<file path="config.mk">
export PLATFORM = sky130hd
export DESIGN_NAME = reorder_buffer
export DESIGN_NICKNAME = d
export VERILOG_FILES = /design/src/rtl/reorder_buffer.sv
export SDC_FILE = /design/constraint.sdc
export NUM_CORES = 2
export LEC_CHECK = 0
export BUFFER_PORTS_ARGS = -buffer_cell sky130_fd_sc_hd__buf_2
export CORE_MARGIN = 4
export CORE_UTILIZATION = 55
export CTS_CLUSTER_DIAMETER = 120
export DETAILED_ROUTE_END_ITERATION = 6
export PLACE_DENSITY = 0.72
export SLEW_MARGIN = 20
export SYNTH_ARGS = -nofsm -noshare
export SYNTH_HDL_FRONTEND = slang
export SYNTH_SLANG_ARGS = --single-unit
</file>
<file path="constraint.sdc">
create_clock -name clk -period 7.69 [get_ports clk]
set_input_delay 0.769 -clock clk [delete_from_list [all_inputs] [get_ports clk]]
set_output_delay 0.769 -clock clk [all_outputs]
set_load 0.005 [all_outputs]
</file>
<file path="src/rtl/reorder_buffer.sv">
// In-order retirement reorder buffer: multi-lane allocate, out-of-order completion, in-order retire.
// Optional ROB_FLUSH_EN adds a flush input that discards all in-flight entries.
`timescale 1ns/1ps
module reorder_buffer #(
    parameter int DEPTH  = 16,
    parameter int WIDTH  = 2,
    parameter int PREG_W = 6,
    parameter int AREG_W = 5,
    localparam int IW    = $clog2(DEPTH)
) (
    input  logic                     clk,
    input  logic                     rst,
`ifdef ROB_FLUSH_EN
    input  logic                     flush,
`endif
    input  logic [WIDTH-1:0]         alloc_valid,
    input  logic [WIDTH*AREG_W-1:0]  alloc_areg,
    input  logic [WIDTH*PREG_W-1:0]  alloc_pd,
    input  logic [WIDTH*PREG_W-1:0]  alloc_old_pd,
    input  logic [WIDTH*32-1:0]      alloc_pc,
    output logic                     alloc_ready,
    output logic [WIDTH*IW-1:0]      alloc_idx,
    input  logic [WIDTH-1:0]         done_valid,
    input  logic [WIDTH*IW-1:0]      done_idx,
    output logic [WIDTH-1:0]         retire_valid,
    output logic [WIDTH*AREG_W-1:0]  retire_areg,
    output logic [WIDTH*PREG_W-1:0]  retire_pd,
    output logic [WIDTH*PREG_W-1:0]  retire_old_pd,
    output logic [WIDTH*32-1:0]      retire_pc,
    output logic [IW:0]              count,
    output logic                     empty,
    output logic                     full
);
    localparam logic [IW+1:0] DEPTH_W = (IW+2)'(DEPTH);
    localparam logic [IW+1:0] WIDTH_W = (IW+2)'(WIDTH);

    logic [IW-1:0]     head;
    logic [IW-1:0]     tail;
    logic [DEPTH-1:0]  ent_v;
    logic [DEPTH-1:0]  ent_done;
    logic [AREG_W-1:0] ent_areg   [DEPTH];
    logic [PREG_W-1:0] ent_pd     [DEPTH];
    logic [PREG_W-1:0] ent_old_pd [DEPTH];
    logic [31:0]       ent_pc     [DEPTH];

    logic [IW-1:0]     aidx [WIDTH];
    logic [IW-1:0]     ridx [WIDTH];
    logic [IW:0]       nalloc;
    logic [IW:0]       nacc;
    logic [IW:0]       nretire;
    logic              chain;

    // Ready looks only at the registered count; same-cycle retires do not help.
    assign alloc_ready = (DEPTH_W - {1'b0, count}) >= WIDTH_W;
    assign empty       = (count == '0);
    assign full        = (count == (IW+1)'(DEPTH));

    always_comb begin
        nalloc    = '0;
        alloc_idx = '0;
        for (int i = 0; i < WIDTH; i++) begin
            aidx[i] = tail + nalloc[IW-1:0];
            alloc_idx[i*IW +: IW] = aidx[i];
            if (alloc_valid[i]) nalloc = nalloc + (IW+1)'(1);
        end
        nacc = alloc_ready ? nalloc : '0;
    end

    // Retire lanes form a prefix: the chain breaks at the first entry not yet done.
    always_comb begin
        retire_valid  = '0;
        retire_areg   = '0;
        retire_pd     = '0;
        retire_old_pd = '0;
        retire_pc     = '0;
        nretire       = '0;
        chain         = 1'b1;
        for (int k = 0; k < WIDTH; k++) begin
            ridx[k] = head + IW'(k);
            chain   = chain & ent_v[ridx[k]] & ent_done[ridx[k]];
            retire_valid[k] = chain;
            retire_areg[k*AREG_W +: AREG_W]   = ent_areg[ridx[k]];
            retire_pd[k*PREG_W +: PREG_W]     = ent_pd[ridx[k]];
            retire_old_pd[k*PREG_W +: PREG_W] = ent_old_pd[ridx[k]];
            retire_pc[k*32 +: 32]             = ent_pc[ridx[k]];
            if (chain) nretire = nretire + (IW+1)'(1);
        end
`ifdef ROB_FLUSH_EN
        if (flush) begin
            retire_valid = '0;
            nretire      = '0;
        end
`endif
    end

    always_ff @(posedge clk or posedge rst) begin
        if (rst) begin
            head     <= '0;
            tail     <= '0;
            count    <= '0;
            ent_v    <= '0;
            ent_done <= '0;
        end
`ifdef ROB_FLUSH_EN
        else if (flush) begin
            ent_v    <= '0;
            ent_done <= '0;
            tail     <= head;
            count    <= '0;
        end
`endif
        else begin
            for (int j = 0; j < WIDTH; j++) begin
                if (done_valid[j] && ent_v[done_idx[j*IW +: IW]])
                    ent_done[done_idx[j*IW +: IW]] <= 1'b1;
            end
            for (int k = 0; k < WIDTH; k++) begin
                if (retire_valid[k]) begin
                    ent_v[ridx[k]]    <= 1'b0;
                    ent_done[ridx[k]] <= 1'b0;
                end
            end
            // Allocated slots are free (ready guarantees it), so they never collide with retiring ones.
            if (alloc_ready) begin
                for (int i = 0; i < WIDTH; i++) begin
                    if (alloc_valid[i]) begin
                        ent_v[aidx[i]]    <= 1'b1;
                        ent_done[aidx[i]] <= 1'b0;
                    end
                end
            end
            head  <= head + nretire[IW-1:0];
            tail  <= tail + nacc[IW-1:0];
            count <= count + nacc - nretire;
        end
    end

    // Payload storage carries no reset; ent_v qualifies it.
    always_ff @(posedge clk) begin
        if (alloc_ready) begin
            for (int i = 0; i < WIDTH; i++) begin
                if (alloc_valid[i]) begin
                    ent_areg[aidx[i]]   <= alloc_areg[i*AREG_W +: AREG_W];
                    ent_pd[aidx[i]]     <= alloc_pd[i*PREG_W +: PREG_W];
                    ent_old_pd[aidx[i]] <= alloc_old_pd[i*PREG_W +: PREG_W];
                    ent_pc[aidx[i]]     <= alloc_pc[i*32 +: 32];
                end
            end
        end
    end
endmodule

</file>
== Yosys cells after proc, flatten, opt, wreduce, memory -nomap -nowiden ==
Memory sizes are Yosys's and may differ from the RTL's.
Index checks and enable logic that the tools add are counted.

* $add $sub $neg: 9
* Magnitude comparators: 13
* Eq/ne operators: 1
* Mux-type cells: 49
* Bitwise gates (word level): 17
* Reduce and logical (&&, ||, !) cells: 9

{| class="wikitable"
|+ Operators by type and width
! cell !! count
|-
| 16-bit two-way mux || 14
|-
| 16-bit bitwise AND || 6
|-
| 16-bit NOT || 4
|-
| 16-bit bitwise OR || 4
|-
| 4-bit by 5-bit less-than comparator with 1-bit output, second input constant || 6
|-
| 1-bit binary-select mux with 4-bit select || 6
|-
| 1-bit demux with 4-bit select || 6
|-
| 4-bit by 1-bit greater-or-equal comparator with 1-bit output, second input constant || 6
|-
| 1-bit two-way mux || 20
|-
| 5-bit two-way mux || 3
|-
| 4-bit adder || 3
|-
| 5-bit by 1-bit adder with 5-bit output, second input constant || 2
|-
| 1-bit logical AND || 8
|-
| 6-bit by 2-bit greater-or-equal comparator with 1-bit output, second input constant || 1
|-
| 5-bit by 5-bit subtractor with 6-bit output, first input constant || 1
|-
| 5-bit adder || 1
|-
| 5-bit == test, second input constant || 1
|-
| 5-bit logical NOT || 1
|-
| 5-bit subtractor || 1
|-
| 4-bit by 1-bit adder with 4-bit output, second input constant || 1
|-
| 1-bit bitwise AND || 3
|}

* Flip-flop bits (word level): 45
* Memory bits (writable): 784
* Input bits: 112
* Output and inout port bits: 116
* Logic and storage cells: 107
* Memories: 4

{| class="wikitable"
|+ Memories
! memory !! words !! width !! rd ports !! clocked after Yosys merged registers in !! wr ports !! line !! text
|-
| ent_pc || 16 || 32 || 2 || 0 || 2 || 44 || <nowiki>logic [31:0] ent_pc [DEPTH];</nowiki>
|-
| ent_old_pd || 16 || 6 || 2 || 0 || 2 || 43 || <nowiki>logic [PREG_W-1:0] ent_old_pd [DEPTH];</nowiki>
|-
| ent_pd || 16 || 6 || 2 || 0 || 2 || 42 || <nowiki>logic [PREG_W-1:0] ent_pd [DEPTH];</nowiki>
|-
| ent_areg || 16 || 5 || 2 || 0 || 2 || 41 || <nowiki>logic [AREG_W-1:0] ent_areg [DEPTH];</nowiki>
|}

== Longest topological paths before layout ==
* Word-level depth: 18
* Mapped depth: 25
* Depth with buffers taken out: 18

== Worst setup path after synthesis ==
No wires, ideal clock.

* Kind: register -> register
* Start point: register count[2]
* End point: memory ent_areg[5][0] (enable)
* Setup time: 531 ps
* Arrival: 5,526 ps
* Required time: 7,159 ps
* Slack: 1,634 ps
* Cell stages (with the launch flop): 11
* Path buffers: 2
* Clock period less this slack: 6,056 ps
* Cells stage by stage: dfrtp_1 > inv_1 > ha_1 > and2_1 > ha_1 > nor4b_1 > o21ai_2 > buf_2 > buf_4 > nand4b_1 > o21ai_0

{| class="wikitable"
|+ RTL lines
! item !! line !! text
|-
| start: declaration || 30 || <nowiki>output logic [IW:0] count,</nowiki>
|-
| start signal: assignment || 134 || <nowiki>count <= count + nacc - nretire;</nowiki>
|-
| end: declaration || 41 ||
|}

== Final worst setup path ==
* Start point: register head[0]
* End point: output port retire_pd[8]

* Word-level cells in the longest chain between the ends: 2

{| class="wikitable"
|+ Ends and longest elaborated chain
! item !! line !! text
|-
| start: declaration || 37 || <nowiki>logic [IW-1:0] head;</nowiki>
|-
| start signal: assignment || 132 || <nowiki>head <= head + nretire[IW-1:0];</nowiki>
|-
| 4-bit by 1-bit adder with 4-bit output || 79 || <nowiki>ridx[k] = head + IW'(k);</nowiki>
|-
| memory 16 x 6 bit || n/a ||
|-
| end: declaration || 27 || <nowiki>output logic [WIDTH*PREG_W-1:0] retire_pd,</nowiki>
|}

Every way passes these cells.

==> Implementation_results.wiki <==
{| class="wikitable"
! Metric !! Value
|-
| Sequential share of power || 0.301
|-
| Internal power contribution || 14600 uW
|-
| Setup CP Type || reg -> out
|-
| Power density over cell area || 434 nW/um2
|-
| First-pass GRT wire length || 210000 um
|-
| Post-layout worst setup margin || 1970 ps
|-
| Outcome || finished clean
|-
| Most instantiated library cell after synthesis || mux2_2
|-
| Kind of cell adding the most delay to the critical path || buffers and inverters
|-
| H-tree level count || 3
|-
| R2r worst-path depth || 17
|-
| Worst Tran Pin Value || roughly 1200 ps
|-
| Dpl cell area || just over 50000 um2
|-
| Setup Buffers After CTS || 0
|-
| Clock share of power || 0.195
|-
| Sequential-to-total area share from yosys stat || 0.510
|-
| Yosys top cell by area || edfxtp_1
|-
| Share of final-layout standard cells stronger than drive strength 1 || 0.613
|-
| Total standard cell area after synthesis || 48300 um2
|-
| Synthesis-stage register bit count || 829
|-
| Ranking of synthesized cells by area || edfxtp_1 (49%), mux4_2 (23%), mux2_2 (18%)
|-
| Drt total wl || 144000 um
|-
| Worst-Skew Late Latency || 660 ps
|-
| Buffers on Ports || around 230
|-
| Detailed placer's ending HPWL || between 80000 and 90000 um
|-
| Number of endpoints with negative hold slack in the final report || 0
|-
| Cts bufs inserted || 92
|-
| Number of detailed-routing iterations run before antenna repair || 5
|-
| Largest net degree at the start of global routing || 141
|-
| Starting utilization of the core area || 0.555
|-
| Horiz. Die Dim || 304 um
|-
| Antenna viol nets, final || 0
|-
| Setup repair after global routing missed its margin || false
|-
| Mean number of vias per cell || 7.25
|-
| Die area || about 93000 um2
|-
| Deepest clock path buffer count || 3
|-
| Core Box Area || 87000 um2
|-
| Total of max-cap violations || 0
|-
| Origin of the critical flop-to-flop path || head[0]
|-
| Area share of and/or/nand/nor cells after synthesis || 0.0176
|-
| Cell Chain, Critical Path || inv_1, ha_4, buf_4, mux4_2, mux4_2, buf_2
|-
| Non-filler cells in the finished layout || 4049
|-
| Initial antenna violation count || 20
|-
| Combinational share of power || 0.504
|-
| Syn Nets || 2870
|-
| Ys Warns || 0
|-
| RePlAce Congestion || 0.901
|-
| Placed cells || 3869
|-
| Final hold slack || 261 ps
|-
| Max IR drop VDD || 0.436 mV
|-
| Minimum clock period after layout || 5720 ps
|-
| Vertical extent of the die || 304 um
|-
| Pre-CTS setup slack || 2600 ps
|-
| Timing-limited maximum frequency || 0.175 GHz
|-
| Flip-flop cell with the highest count after synthesis || edfxtp_1
|-
| Count of filler cells inserted in the layout || around 6300
|-
| Resized cells post-CTS || 0
|-
| Root Buffer Master || clkbuf_16
|-
| Clock tree from TritonCTS || done
|-
| Data arrival time at the worst-slack endpoint || slightly below 5000 ps
|-
| Fraction of synthesized cell area taken by the top area cell type || 0.487
|-
| Number of buffer and inverter instances along the worst setup path || 3
|-
| Fraction of synthesized area in multiplexers || 0.419
|-
| Total via count in the routed design || 29300
|-
| Final routed DRC violation total || 0
|-
| Total Negative Setup Slacks || 0 ps
|-
| Final worst-path cycle share || 0.744
|-
| Iter 0 DRT Violations || 3860
|-
| Clk sinks || 829
|-
| Register clock-pin slew on the reported worst setup and hold paths || 60 ps
|-
| Count of unique library cells instantiated by Yosys || 65
|-
| Xor/xnor share of the synthesized area || 0.00287
|-
| Kind of start point of the critical path || register
|-
| Share of synthesized flip-flops with an asynchronous set or reset || 0.0543
|-
| Stage delay of the slowest cell on the critical path || 960 ps
|-
| Worst-case headroom to the max-slew limit || 0.207
|-
| Worst min-delay path class || in -> async
|-
| Post-Synth Adder-Cell Area || 0.00761
|-
| Dominant combinational cell family by area after synthesis || multiplexers
|-
| Number of setup violations in the final report || 0
|-
| Worst reg-to-reg setup slack || 2560 ps
|-
| Reg2Reg Capture Point || count[4]
|-
| Final std cell area, no fill || ~54000 um2
|-
| NumNets Final || 2947
|-
| Clock Skew || a little under 20 ps
|-
| Maximum fanout along the worst path || 56
|-
| Fraction of power spent switching nets || 0.373
|-
| Cell mode on critical path || mux4_2
|-
| Worst Path Required || 6920 ps
|-
| Sw power || approximately 8700 uW
|-
| EDFF count, synth || 784
|-
| Average size of a mapped cell || about 18 um2
|-
| Count of pins on the block boundary || 228
|-
| Average routed wire per standard cell || roughly 36 um
|-
| Cell with the biggest individual delay on the critical path || dfrtp_4
|-
| Crit end category || output port
|-
| Number of global-route vias before repair || 30200
|-
| Total global routing overflow || 0
|-
| Cell leakage power || 0.0178 uW
|-
| List of most frequent post-synthesis cells || mux2_2 (786), edfxtp_1 (784), mux4_2 (502)
|-
| # rows || 108
|-
| Area overhead of the layout relative to synthesis || 10.7%
|-
| Max Slew Vio Count || 0
|-
| Post-synthesis compound-gate area fraction || 0.0133
|-
| Global router's overall resource usage || 0.308
|-
| Gate count of the mapped netlist || 2731
|-
| Hold buffer count at CTS || 0
|}
-- cell usage in the layout, fill, tap and decap left out, types with 5 or more instances in the layout --
cell type	Yosys	final
mux2_2	786	786
edfxtp_1	784	784
mux4_2	502	502
buf_2	103	227
clkbuf_16	0	95
buf_4	7	55
dfrtp_1	45	41
nor2_1	25	24
inv_1	24	23
clkinv_2	0	22
ha_1	23	22
nand2_1	22	21
clkinv_1	0	18
o21ai_4	1	17
clkbuf_1	145	15
o21ai_0	27	14
and2_1	13	13
nand3_1	18	13
nand4_1	12	12
bufinv_16	0	12
a311oi_1	10	10
nor3_1	9	9
diode_2	0	8
xnor2_1	10	8
o21bai_1	7	7
a31oi_1	7	7
nand3_4	0	6
nand3b_1	6	6
a31o_2	6	6
clkinvlp_4	0	6
nor3b_1	5	5
mux2i_1	5	5
nor2b_1	5	5
and4b_1	5	5
-- worst reg2reg max path, stage by stage (launching register included) --
cell and delay [ps]:
dfrtp_4 960, inv_1 300, ha_4 810, nand3_1 170, o21ai_0 120, mux4_2 250, nor2b_1 470, o21a_1 230
ha_1 180, inv_1 80, fa_1 520, inv_1 60, fa_1 400, inv_1 70, a21oi_1 80, nor2_1 120
nor2_1 60, xnor2_1 120
-- logic make-up after synthesis --
group,after synthesis
simple gates,145
xor+xnor,15
fa+ha+maj,27
compound gates,89
mux,1296
buf+inv,330
flops,829
-- flip-flops by register name, indices dropped and copies added, names as in the netlist --
signal,count
ent_v,16
head,4
ent_areg,80
count,5
ent_pc,512
ent_pd,96
tail,4
ent_done,16
ent_old_pd,96
-- per-stage QoR --
step / util / total power, uW
after detailed placement: 0.579 / 18700
final: 0.615 / 23200
after CTS: 0.615 / 23300
after global placement: 0.579 / 18500
after floorplan: - / 14700
after global routing: 0.615 / 24100
-- routing by layer --
metal | vias to the layer above | wire (um) | global-route usage
li1 | 11600 | - | -
met1 | 15500 | 54300 | 0.418
met2 | 1819 | 70700 | 0.502
met3 | 376 | 13700 | 0.0654
met4 | 10 | 5640 | 0.106
met5 | - | 74 | 0
-- layout make-up --
type / instances / area [um2] / area share
diodes: 8 / 20.0 / 0.000374
clock buffers: 110 / 2430 / 0.0455
clock inverters: 62 / 637 / 0.0119
inverters: 26 / 98.8 / 0.00185
multi-input cells: 1572 / 22600 / 0.421
flip-flops and latches: 829 / 24700 / 0.461
well taps: 1155 / 1450 / 0.0270
repair buffers: 287 / 1640 / 0.0307
-- worst max-delay path by stage --
stage,to,cells after the start,start,slack [ps]
after detailed placement,retire_pd[8],6,head[0],2600
final,retire_pd[8],6,head[0],1970
after floorplan,ent_areg[5][0],10,count[2],1630
after CTS,retire_pd[8],6,head[0],1920
after global placement,retire_pd[8],6,head[0],2680
after global routing,retire_pd[8],6,head[0],1750
-- power groups by stage --
stage | clock (uW) | sequential, uW | combinational [uW]
2_1_floorplan | 0 | 6750 | 7960
3_3_place_gp | 0 | 6970 | 11500
3_5_place_dp | 0 | 7050 | 11700
4_1_cts | 4570 | 6970 | 11700
5_1_grt | 4760 | 7080 | 12300
6_report | 4530 | 6980 | 11700
Note: power is estimated with default switching activity, not from simulation.
